### config.mk
export PLATFORM = sky130hd
export DESIGN_NAME = axi4_lite_master_q
export DESIGN_NICKNAME = d
export VERILOG_FILES = /design/src/rtl/axi4lm_pkg.sv /design/src/rtl/amci_cmd_fifo.sv /design/src/rtl/axi4_lite_master_q.sv
export SDC_FILE = /design/constraint.sdc
export NUM_CORES = 1
export LEC_CHECK = 0
export ABC_AREA = 1
export BUFFER_PORTS_ARGS = -buffer_cell sky130_fd_sc_hd__buf_2
export CORE_MARGIN = 10
export CORE_UTILIZATION = 51
export DETAILED_ROUTE_END_ITERATION = 12
export PLACE_DENSITY = 0.79
export SETUP_SLACK_MARGIN = 0.3
export SYNTH_ARGS = -nofsm -noshare
export SYNTH_HDL_FRONTEND = slang
export SYNTH_HIERARCHICAL = 1
export SYNTH_SLANG_ARGS = --single-unit
### constraint.sdc
create_clock -name clk -period 5.02 [get_ports clk]
set_input_delay 1.506 -clock clk [delete_from_list [all_inputs] [get_ports clk]]
set_output_delay 1.506 -clock clk [all_outputs]
set_load 0.02 [all_outputs]
### src/rtl/axi4lm_pkg.sv
// Shared response codes and FSM state types for the queued AXI4-Lite master.
package axi4lm_pkg;

  localparam logic [1:0] RESP_OKAY   = 2'b00;
  localparam logic [1:0] RESP_EXOKAY = 2'b01;
  localparam logic [1:0] RESP_SLVERR = 2'b10;
  localparam logic [1:0] RESP_DECERR = 2'b11;

  typedef enum logic [1:0] {W_IDLE, W_ADDR, W_RESP} w_state_t;
  typedef enum logic       {R_IDLE, R_WAIT}         r_state_t;

endpackage

### src/rtl/amci_cmd_fifo.sv
// First-word-fall-through synchronous command FIFO; DEPTH must be a power of two.
module amci_cmd_fifo #(
  parameter int WIDTH = 32,
  parameter int DEPTH = 4
) (
  input  logic             clk,
  input  logic             reset,
  input  logic             push,
  input  logic [WIDTH-1:0] push_data,
  output logic             full,
  input  logic             pop,
  output logic [WIDTH-1:0] pop_data,
  output logic             empty
);

  localparam int PW = $clog2(DEPTH);

  logic [WIDTH-1:0] mem [DEPTH];
  // Extra MSB distinguishes full from empty when the indices match.
  logic [PW:0]      wptr;
  logic [PW:0]      rptr;

  assign empty    = (wptr == rptr);
  assign full     = (wptr[PW] != rptr[PW]) && (wptr[PW-1:0] == rptr[PW-1:0]);
  assign pop_data = mem[rptr[PW-1:0]];

  always_ff @(posedge clk) begin
    if (reset) begin
      wptr <= '0;
      rptr <= '0;
    end else begin
      if (push && !full) wptr <= wptr + 1'b1;
      if (pop && !empty) rptr <= rptr + 1'b1;
    end
  end

  always_ff @(posedge clk) begin
    if (push && !full) mem[wptr[PW-1:0]] <= push_data;
  end

endmodule

### src/rtl/axi4_lite_master_q.sv
// Queued AXI4-Lite master with independent read/write channels and in-order responses.
// Optional stall watchdog enabled by defining AXI4LM_TIMEOUT_EN.
module axi4_lite_master_q
  import axi4lm_pkg::*;
#(
  parameter int DW      = 32,
  parameter int AW      = 32,
  parameter int QDEPTH  = 4,
  parameter int TIMEOUT = 1024
) (
  input  logic            clk,
  input  logic            reset,
  input  logic [AW-1:0]   wr_cmd_addr,
  input  logic [DW-1:0]   wr_cmd_data,
  input  logic [DW/8-1:0] wr_cmd_strb,
  input  logic            wr_cmd_valid,
  output logic            wr_cmd_ready,
  output logic [1:0]      wr_resp,
  output logic            wr_resp_valid,
  output logic            wr_idle,
  input  logic [AW-1:0]   rd_cmd_addr,
  input  logic            rd_cmd_valid,
  output logic            rd_cmd_ready,
  output logic [DW-1:0]   rd_data,
  output logic [1:0]      rd_resp,
  output logic            rd_resp_valid,
  output logic            rd_idle,
  output logic            timeout_err,
  output logic [AW-1:0]   AXI_AWADDR,
  output logic            AXI_AWVALID,
  input  logic            AXI_AWREADY,
  output logic [DW-1:0]   AXI_WDATA,
  output logic [DW/8-1:0] AXI_WSTRB,
  output logic            AXI_WVALID,
  input  logic            AXI_WREADY,
  input  logic [1:0]      AXI_BRESP,
  input  logic            AXI_BVALID,
  output logic            AXI_BREADY,
  output logic [AW-1:0]   AXI_ARADDR,
  output logic            AXI_ARVALID,
  input  logic            AXI_ARREADY,
  input  logic [DW-1:0]   AXI_RDATA,
  input  logic [1:0]      AXI_RRESP,
  input  logic            AXI_RVALID,
  output logic            AXI_RREADY
);

  localparam int SW  = DW / 8;
  localparam int WFW = AW + DW + SW;

  w_state_t       w_state;
  r_state_t       r_state;
  logic [WFW-1:0] wf_dout;
  logic [AW-1:0]  rf_dout;
  logic           wf_full, wf_empty, wf_pop;
  logic           rf_full, rf_empty, rf_pop;
  logic           aw_fire, w_fire;

`ifdef AXI4LM_TIMEOUT_EN
  localparam int TW = $clog2(TIMEOUT + 1);
  logic [TW-1:0] w_cnt, r_cnt;
  logic          w_to, r_to;
  logic          w_to_err, r_to_err;

  assign w_to        = (w_cnt == TW'(TIMEOUT - 1));
  assign r_to        = (r_cnt == TW'(TIMEOUT - 1));
  assign timeout_err = w_to_err | r_to_err;
`else
  // Watchdog compiled out: the flag is a constant 0 and TIMEOUT has no effect.
  assign timeout_err = (TIMEOUT < 0);
`endif

  amci_cmd_fifo #(.WIDTH(WFW), .DEPTH(QDEPTH)) u_wr_fifo (
    .clk       (clk),
    .reset     (reset),
    .push      (wr_cmd_valid),
    .push_data ({wr_cmd_addr, wr_cmd_data, wr_cmd_strb}),
    .full      (wf_full),
    .pop       (wf_pop),
    .pop_data  (wf_dout),
    .empty     (wf_empty)
  );

  amci_cmd_fifo #(.WIDTH(AW), .DEPTH(QDEPTH)) u_rd_fifo (
    .clk       (clk),
    .reset     (reset),
    .push      (rd_cmd_valid),
    .push_data (rd_cmd_addr),
    .full      (rf_full),
    .pop       (rf_pop),
    .pop_data  (rf_dout),
    .empty     (rf_empty)
  );

  assign wr_cmd_ready = !wf_full;
  assign rd_cmd_ready = !rf_full;
  assign wf_pop       = (w_state == W_IDLE) && !wf_empty;
  assign rf_pop       = (r_state == R_IDLE) && !rf_empty;
  assign wr_idle      = wf_empty && (w_state == W_IDLE);
  assign rd_idle      = rf_empty && (r_state == R_IDLE);
  assign aw_fire      = AXI_AWVALID && AXI_AWREADY;
  assign w_fire       = AXI_WVALID && AXI_WREADY;

  always_ff @(posedge clk) begin
    if (reset) begin
      w_state       <= W_IDLE;
      AXI_AWADDR    <= '0;
      AXI_WDATA     <= '0;
      AXI_WSTRB     <= '0;
      AXI_AWVALID   <= 1'b0;
      AXI_WVALID    <= 1'b0;
      AXI_BREADY    <= 1'b0;
      wr_resp       <= RESP_OKAY;
      wr_resp_valid <= 1'b0;
`ifdef AXI4LM_TIMEOUT_EN
      w_cnt         <= '0;
      w_to_err      <= 1'b0;
`endif
    end else begin
      wr_resp_valid <= 1'b0;
      case (w_state)
        W_IDLE: begin
          if (!wf_empty) begin
            {AXI_AWADDR, AXI_WDATA, AXI_WSTRB} <= wf_dout;
            AXI_AWVALID <= 1'b1;
            AXI_WVALID  <= 1'b1;
            AXI_BREADY  <= 1'b1;
            w_state     <= W_ADDR;
          end
        end
        W_ADDR: begin
          if (aw_fire) AXI_AWVALID <= 1'b0;
          if (w_fire)  AXI_WVALID  <= 1'b0;
          if ((aw_fire || !AXI_AWVALID) && (w_fire || !AXI_WVALID)) w_state <= W_RESP;
        end
        W_RESP: begin
          if (AXI_BVALID) begin
            AXI_BREADY    <= 1'b0;
            wr_resp       <= AXI_BRESP;
            wr_resp_valid <= 1'b1;
            w_state       <= W_IDLE;
          end
        end
        default: w_state <= W_IDLE;
      endcase
`ifdef AXI4LM_TIMEOUT_EN
      // Abort overrides the normal transition when the slave never finishes.
      if (w_state == W_IDLE) begin
        w_cnt <= '0;
      end else if (w_to && !(w_state == W_RESP && AXI_BVALID)) begin
        AXI_AWVALID   <= 1'b0;
        AXI_WVALID    <= 1'b0;
        AXI_BREADY    <= 1'b0;
        wr_resp       <= RESP_DECERR;
        wr_resp_valid <= 1'b1;
        w_to_err      <= 1'b1;
        w_state       <= W_IDLE;
      end else begin
        w_cnt <= w_cnt + 1'b1;
      end
`endif
    end
  end

  always_ff @(posedge clk) begin
    if (reset) begin
      r_state       <= R_IDLE;
      AXI_ARADDR    <= '0;
      AXI_ARVALID   <= 1'b0;
      AXI_RREADY    <= 1'b0;
      rd_data       <= '0;
      rd_resp       <= RESP_OKAY;
      rd_resp_valid <= 1'b0;
`ifdef AXI4LM_TIMEOUT_EN
      r_cnt         <= '0;
      r_to_err      <= 1'b0;
`endif
    end else begin
      rd_resp_valid <= 1'b0;
      case (r_state)
        R_IDLE: begin
          if (!rf_empty) begin
            AXI_ARADDR  <= rf_dout;
            AXI_ARVALID <= 1'b1;
            AXI_RREADY  <= 1'b1;
            r_state     <= R_WAIT;
          end
        end
        R_WAIT: begin
          if (AXI_ARREADY) AXI_ARVALID <= 1'b0;
          if (AXI_RVALID) begin
            AXI_RREADY    <= 1'b0;
            rd_data       <= AXI_RDATA;
            rd_resp       <= AXI_RRESP;
            rd_resp_valid <= 1'b1;
            r_state       <= R_IDLE;
          end
        end
        default: r_state <= R_IDLE;
      endcase
`ifdef AXI4LM_TIMEOUT_EN
      if (r_state == R_IDLE) begin
        r_cnt <= '0;
      end else if (r_to && !AXI_RVALID) begin
        AXI_ARVALID   <= 1'b0;
        AXI_RREADY    <= 1'b0;
        rd_resp       <= RESP_DECERR;
        rd_resp_valid <= 1'b1;
        r_to_err      <= 1'b1;
        r_state       <= R_IDLE;
      end else begin
        r_cnt <= r_cnt + 1'b1;
      end
`endif
    end
  end

endmodule

== After elaboration in Yosys (flattened, before gate mapping) ==
Memories as Yosys holds them, arrays and structs flattened. A register that Yosys moved wholly into a read port is not among the register bits.
Cells that the tools add are included.
Widths: inputs -> output; s select.

* Register bits after elaboration: 58
* RAM bits: 400
* Bits of input ports: 145
* Output and inout bits: 148
* Word-level logic and storage cells: 103
* Memories kept: 2

{| class="wikitable"
|+ Memory list
! memory !! words !! width !! rd ports !! clocked after Yosys merged registers in !! wr ports !! line !! text
|-
| u_wr_fifo.mem || 4 || 68 || 1 || 1 || 1 || amci_cmd_fifo.sv:18 || <nowiki>logic [WIDTH-1:0] mem [DEPTH];</nowiki>
|-
| u_rd_fifo.mem || 4 || 32 || 1 || 1 || 1 || amci_cmd_fifo.sv:18 ||
|}

* Add/subtract/negate cells: 4
* Equal/unequal tests: 16
* Muxes and demuxes: 25
* Bitwise gates (word level): 4
* Reductions and logical operators: 36

{| class="wikitable"
|+ Operators by type and width
! cell !! count
|-
| $ne 2x2->1 const B || 8
|-
| $mux 1 || 15
|-
| $logic_and 1x1->1 || 13
|-
| $add 3x1->3 const B || 4
|-
| $pmux 1 s2 || 6
|-
| $reduce_and 2->1 || 6
|-
| $reduce_and 3->1 || 4
|-
| $eq 3x3->1 || 2
|-
| $logic_not 1->1 || 6
|-
| $mux 2 || 3
|-
| $pmux 2 s3 || 1
|-
| $eq 2x2->1 || 2
|-
| $not 1->1 || 4
|-
| $reduce_bool 2->1 || 2
|-
| $reduce_or 2->1 || 2
|-
| $eq 2x1->1 const B || 1
|-
| $eq 2x2->1 const B || 1
|-
| $logic_not 2->1 || 1
|-
| $logic_or 1x1->1 || 2
|-
| $ne 1x1->1 || 2
|}

== Longest topological paths before layout ==
* Word-level depth: 6
* Depth in mapped cells: 13
* Depth with buffers taken out: 11

== Hierarchy ==
Netlist, hierarchy kept.

{| class="wikitable"
|+ By module, submodules not included
! module !! instances !! cells an instance !! area an instance (µm²) !! seq. area each (µm²)
|-
| amci_cmd_fifo at u_wr_fifo || 1 || 732 || 10,548.9 || 8,328.0
|-
| amci_cmd_fifo at u_rd_fifo || 1 || 385 || 5,230.0 || 4,003.8
|-
| axi4_lite_master_q || 1 || 644 || 5,112.4 || 2,922.8
|}

== Worst setup path before layout ==
Ideal clock, no wire load.

* Path kind: input-to-reg
* From: in wr_cmd_valid
* To: mem u_wr_fifo/mem[0][0] (netlist name), enable pin
* Setup time: 0.494 ns
* Arrival time: 4.443 ns
* Data required time: 4.526 ns
* Path slack: 0.083 ns
* Cell stages on the path: 2
* Buffers on the path: 0
* Path through: nand2_1 nor2_1

* Cells in the longest elaborated chain, start to end: 3

{| class="wikitable"
|+ RTL lines
! element !! line !! text
|-
| start: declaration || axi4_lite_master_q.sv:16 || <nowiki>input logic wr_cmd_valid,</nowiki>
|-
| $logic_and 1x1->1 || amci_cmd_fifo.sv:38 || <nowiki>if (push && !full) mem[wptr[PW-1:0]] <= push_data;</nowiki>
|-
| $mux 1 || amci_cmd_fifo.sv:38 ||
|-
| $mux 1 (not written as such) || amci_cmd_fifo.sv:38 ||
|-
| end: declaration || amci_cmd_fifo.sv:18 ||
|}

Every way passes these cells.

== Worst setup path after layout ==
* From: reg u_wr_fifo.wptr[0]
* To: out wr_idle

* Cells in the longest elaborated chain, start to end: 2

{| class="wikitable"
|+ RTL lines
! element !! line !! text
|-
| start: declaration || amci_cmd_fifo.sv:20 || <nowiki>logic [PW:0] wptr;</nowiki>
|-
| start signal: assignment || amci_cmd_fifo.sv:32 || <nowiki>if (push && !full) wptr <= wptr + 1'b1;</nowiki>
|-
| $eq 3x3->1 || amci_cmd_fifo.sv:23 || <nowiki>assign empty = (wptr == rptr);</nowiki>
|-
| net wf_empty || axi4_lite_master_q.sv:55 || <nowiki>logic wf_full, wf_empty, wf_pop;</nowiki>
|-
| $logic_and 1x1->1 || axi4_lite_master_q.sv:99 || <nowiki>assign wr_idle = wf_empty && (w_state == W_IDLE);</nowiki>
|-
| end: declaration || axi4_lite_master_q.sv:20 || <nowiki>output logic wr_idle,</nowiki>
|}

The timed path passes the listed nets, and every way through them passes these cells.

==> summary.txt <==
Routing
  • Final ANT Viol Nets: 0
  • Via density: 5.46
  • Metal2 WL: 24500 um
  • M1 wire length: 19400 um
  • DR WL/cell: 19.1 um
  • Vias: 14200
  • DRT Pass-1 Iters: 8
  • DR DRC count: 0
  • Highest Signal Layer: met5
  • Iteration-0 DRC Markers: 1401
  • Routed WL: 49900 um
  • DR WL met3: 4380 um

Critical path
  • Crit Path Class: flop to output pin
  • CP startpoint kind: flop
  • CP max-delay cell: dfxtp_1
  • Worst path max stage delay: 360 ps
  • Setup crit end kind: output pin
  • Reg2reg start: u_wr_fifo/wptr[0]
  • Worst Path Max Fanout: 7
  • RR Endpoint: AXI_AWADDR[31]
  • Worst r2r path cells: 11
  • Crit-path cells: inv_1, nand2_1, nand2_1, nand3_2, inv_1, nand2_1, inv_1, buf_2
  • Setup slack, reg-to-reg: 2070 ps
  • WP data required: 3510 ps
  • Arr. time, crit path: 1880 ps

Flow run
  • Max_cap viols: 0

Logic synthesis
  • Simple-gate share of the synthesized area: 11.6%
  • Post-synthesis xor/xnor area fraction: 0.0419%
  • Post-synth top area cell: edfxtp_1
  • Synth Warn #: 6
  • Synth Register Bits: 562
  • Syn Area/Cell: 11.9 um^2
  • Asr flop ratio synth: 0%
  • Largest family of logic cells by synthesized area: simple AND/OR/NAND/NOR gates
  • Cells after Synth: 1761
  • Post-Syn Area: 20900 um^2
  • Synth top area share: 57.5%
  • Area contributors post-synth: edfxtp_1, dfxtp_1, nor2_1, o21ai_0, o22ai_1
  • Netlist cell types: 32
  • Synthesized Nets: 1916
  • Post-synthesis mux area share: 0%
  • Post-synth EDFFs: 400
  • Adder-Cell Fraction of Synth Area: 0.599%
  • Top FF cell, synth: edfxtp_1
  • Compound-Gate Fraction of Synth Area: 10.7%
  • Register area share after synthesis: 73.0%

STA
  • Slew margin rel.: 29.7%
  • RSZ-0062 raised after global routing: false
  • Setup TNS: 0 ps
  • Min Tclk post-route: 3380 ps
  • Actual slew at the worst max-slew pin: 1050 ps
  • Worst Setup Slack, final: 1640 ps
  • Clock Skew: 29.4 ps
  • Final hold vios: 0
  • # setup viols final: 0
  • Final period util: 67.4%
  • Hold slack: 442 ps
  • Final Max Tran Viols: 0
  • Max frequency: 295 MHz

Die
  • Initial Utilization: 51.4%
  • Die X: 222 um
  • IO Pins: 293
  • FP Rows: 74
  • Core area: 40600 um^2
  • Die height: 222 um
  • Die area: 49500 um^2

Min path
  • WHS Endpoint: wr_resp[0]
  • Hold Crit Start: wr_resp[0]
  • Hold/Removal Path Class: flop to flop
  • Worst hold stages: 2

CTS
  • Post-CTS setup buffer count: 0
  • Worst-path clk slew: 60 ps
  • Clock Tree Buf Depth: 3
  • Number of hold buffers added after cts: 0
  • CTS resizes: 0
  • Root Buffer: clkbuf_16
  • H-tree depth: 2
  • Skew-Pair Late Insertion Delay: 600 ps
  • TritonCTS Buffers: 54
  • CTS tree: done
  • Clock sinks: 562

Power
  • Seq pwr share: 41.3%
  • Cell Pwr Density: 605 nW/um^2
  • Clk pwr share: 27.7%
  • Switching share of total power: 36.5%
  • Comb power frac: 31.0%
  • VDD IR max: 0.000453 V
  • Switching Power: 5.40 mW
  • P_int: 9.39 mW
  • Leak: 9.51 nW

Run status
  • Status: completed

Layout
  • Most frequent cells in the layout: nor2_1, edfxtp_1, buf_2, o21ai_0, dfxtp_1
  • Layout cells sized above 1: 20.9%
  • Area growth syn-to-layout: 17.0%
  • Nets@finish: 2177
  • Most common cell after layout, fill and taps aside: nor2_1

Global routing
  • Tot GR Track Use: 19.3%
  • Largest net degree at the start of global routing: 137
  • First-pass GRT wire length: 77100 um
  • GRT Residual Overflow: 0
  • Vias in the first global route: 14000
  • Initial antenna violation count: 15

Placement
  • Setup WS pre-CTS: 1700 ps
  • PortBufs: 291
  • Placer congestion estimate: 0.778
  • Final HPWL DP: 29800 um
-- sequential cells by signal (all words and copies together), names as in the netlist, 2 cells and up, named ones only --
register	flops
AXI_ARADDR	32
AXI_AWADDR	32
AXI_WDATA	32
AXI_WSTRB	4
rd_data	32
rd_resp	2
u_rd_fifo/mem	128
u_rd_fifo/rptr	3
u_rd_fifo/wptr	3
u_wr_fifo/mem	272
u_wr_fifo/rptr	3
u_wr_fifo/wptr	3
w_state	2
wr_resp	2
-- synth_stat cells (2+ instances only) --
master	number
buf_2	42
nand2_1	117
o21ai_1	25
o22ai_1	100
nand3_4	2
buf_6	17
inv_2	5
nand3_2	2
edfxtp_1	400
clkbuf_2	12
dfxtp_1	162
clkbuf_8	2
nor2_1	429
inv_1	46
o21ai_0	279
nand2_2	3
clkbuf_1	23
buf_4	6
nand3_1	50
clkbuf_4	2
a21oi_1	17
ha_1	10
-- worst max-delay path, delay by kind of cell, from the launching register on --
kind / cells / cell delay (ps)
buffers and inverters: 4 / 520
flip-flops: 1 / 360
AND/OR/NAND/NOR: 4 / 390
-- cells by family after synthesis --
| kind of cell | Yosys count |
|---|---|
| AND/OR/NAND/NOR | 607 |
| flip-flops | 562 |
| AO/OA/AOI/OAI | 422 |
| buffers and inverters | 158 |
| adder cells (fa/ha/maj) | 10 |
| XOR/XNOR | 1 |
| other | 1 |
-- worst max path at each step --
stage / startpoint / to / slack (ps) / depth (start not counted)
finish: u_wr_fifo/wptr[0] / wr_idle / 1640 / 8
detailed placement: wr_cmd_valid / u_wr_fifo/mem[3][34] / 1700 / 4
global placement: wr_cmd_valid / u_wr_fifo/mem[3][32] / 1750 / 4
global route: u_wr_fifo/wptr[0] / wr_idle / 1490 / 8
floorplan: wr_cmd_valid / u_wr_fifo/mem[0][0] / 80 / 2
CTS: u_wr_fifo/wptr[0] / wr_idle / 1590 / 8
-- routing by layer --
metal | vias to the layer above | GRT usage (%)
li1 | 6734 | -
met1 | 6847 | 23.3
met2 | 531 | 32.5
met5 | - | 0
met3 | 109 | 5.51
met4 | 16 | 6.87
-- final cells by class --
cell class / count / area, um^2
fillers: 3085 / 16200
diodes: 9 / 22.5
multi-input cells: 1041 / 4830
well taps: 532 / 666
repair buffers: 310 / 1600
inverters: 53 / 209
clock inverters: 31 / 315
clock buffers: 71 / 1550
flip-flops and latches: 562 / 15300
-- power groups by stage --
stage | Combinational [mW] | Clock (mW) | Sequential (mW)
floorplan | 2.76 | 0 | 6.69
global placement | 4.43 | 0 | 6.16
detailed placement | 4.58 | 0 | 6.19
CTS | 4.61 | 4.17 | 6.11
global route | 5.07 | 4.36 | 6.18
finish | 4.59 | 4.09 | 6.10
-- through the flow --
stage	instances	instance area (um^2)	total power [mW]	utilization (%)
floorplan	1761	20900	9.45	-
global placement	2498	22600	10.6	55.5
detailed placement	2498	22600	10.8	55.5
CTS	2600	24400	14.9	60.1
global route	2602	24400	15.6	60.1
finish	2609	24400	14.8	60.1
Power figures use the tool's default switching activity.
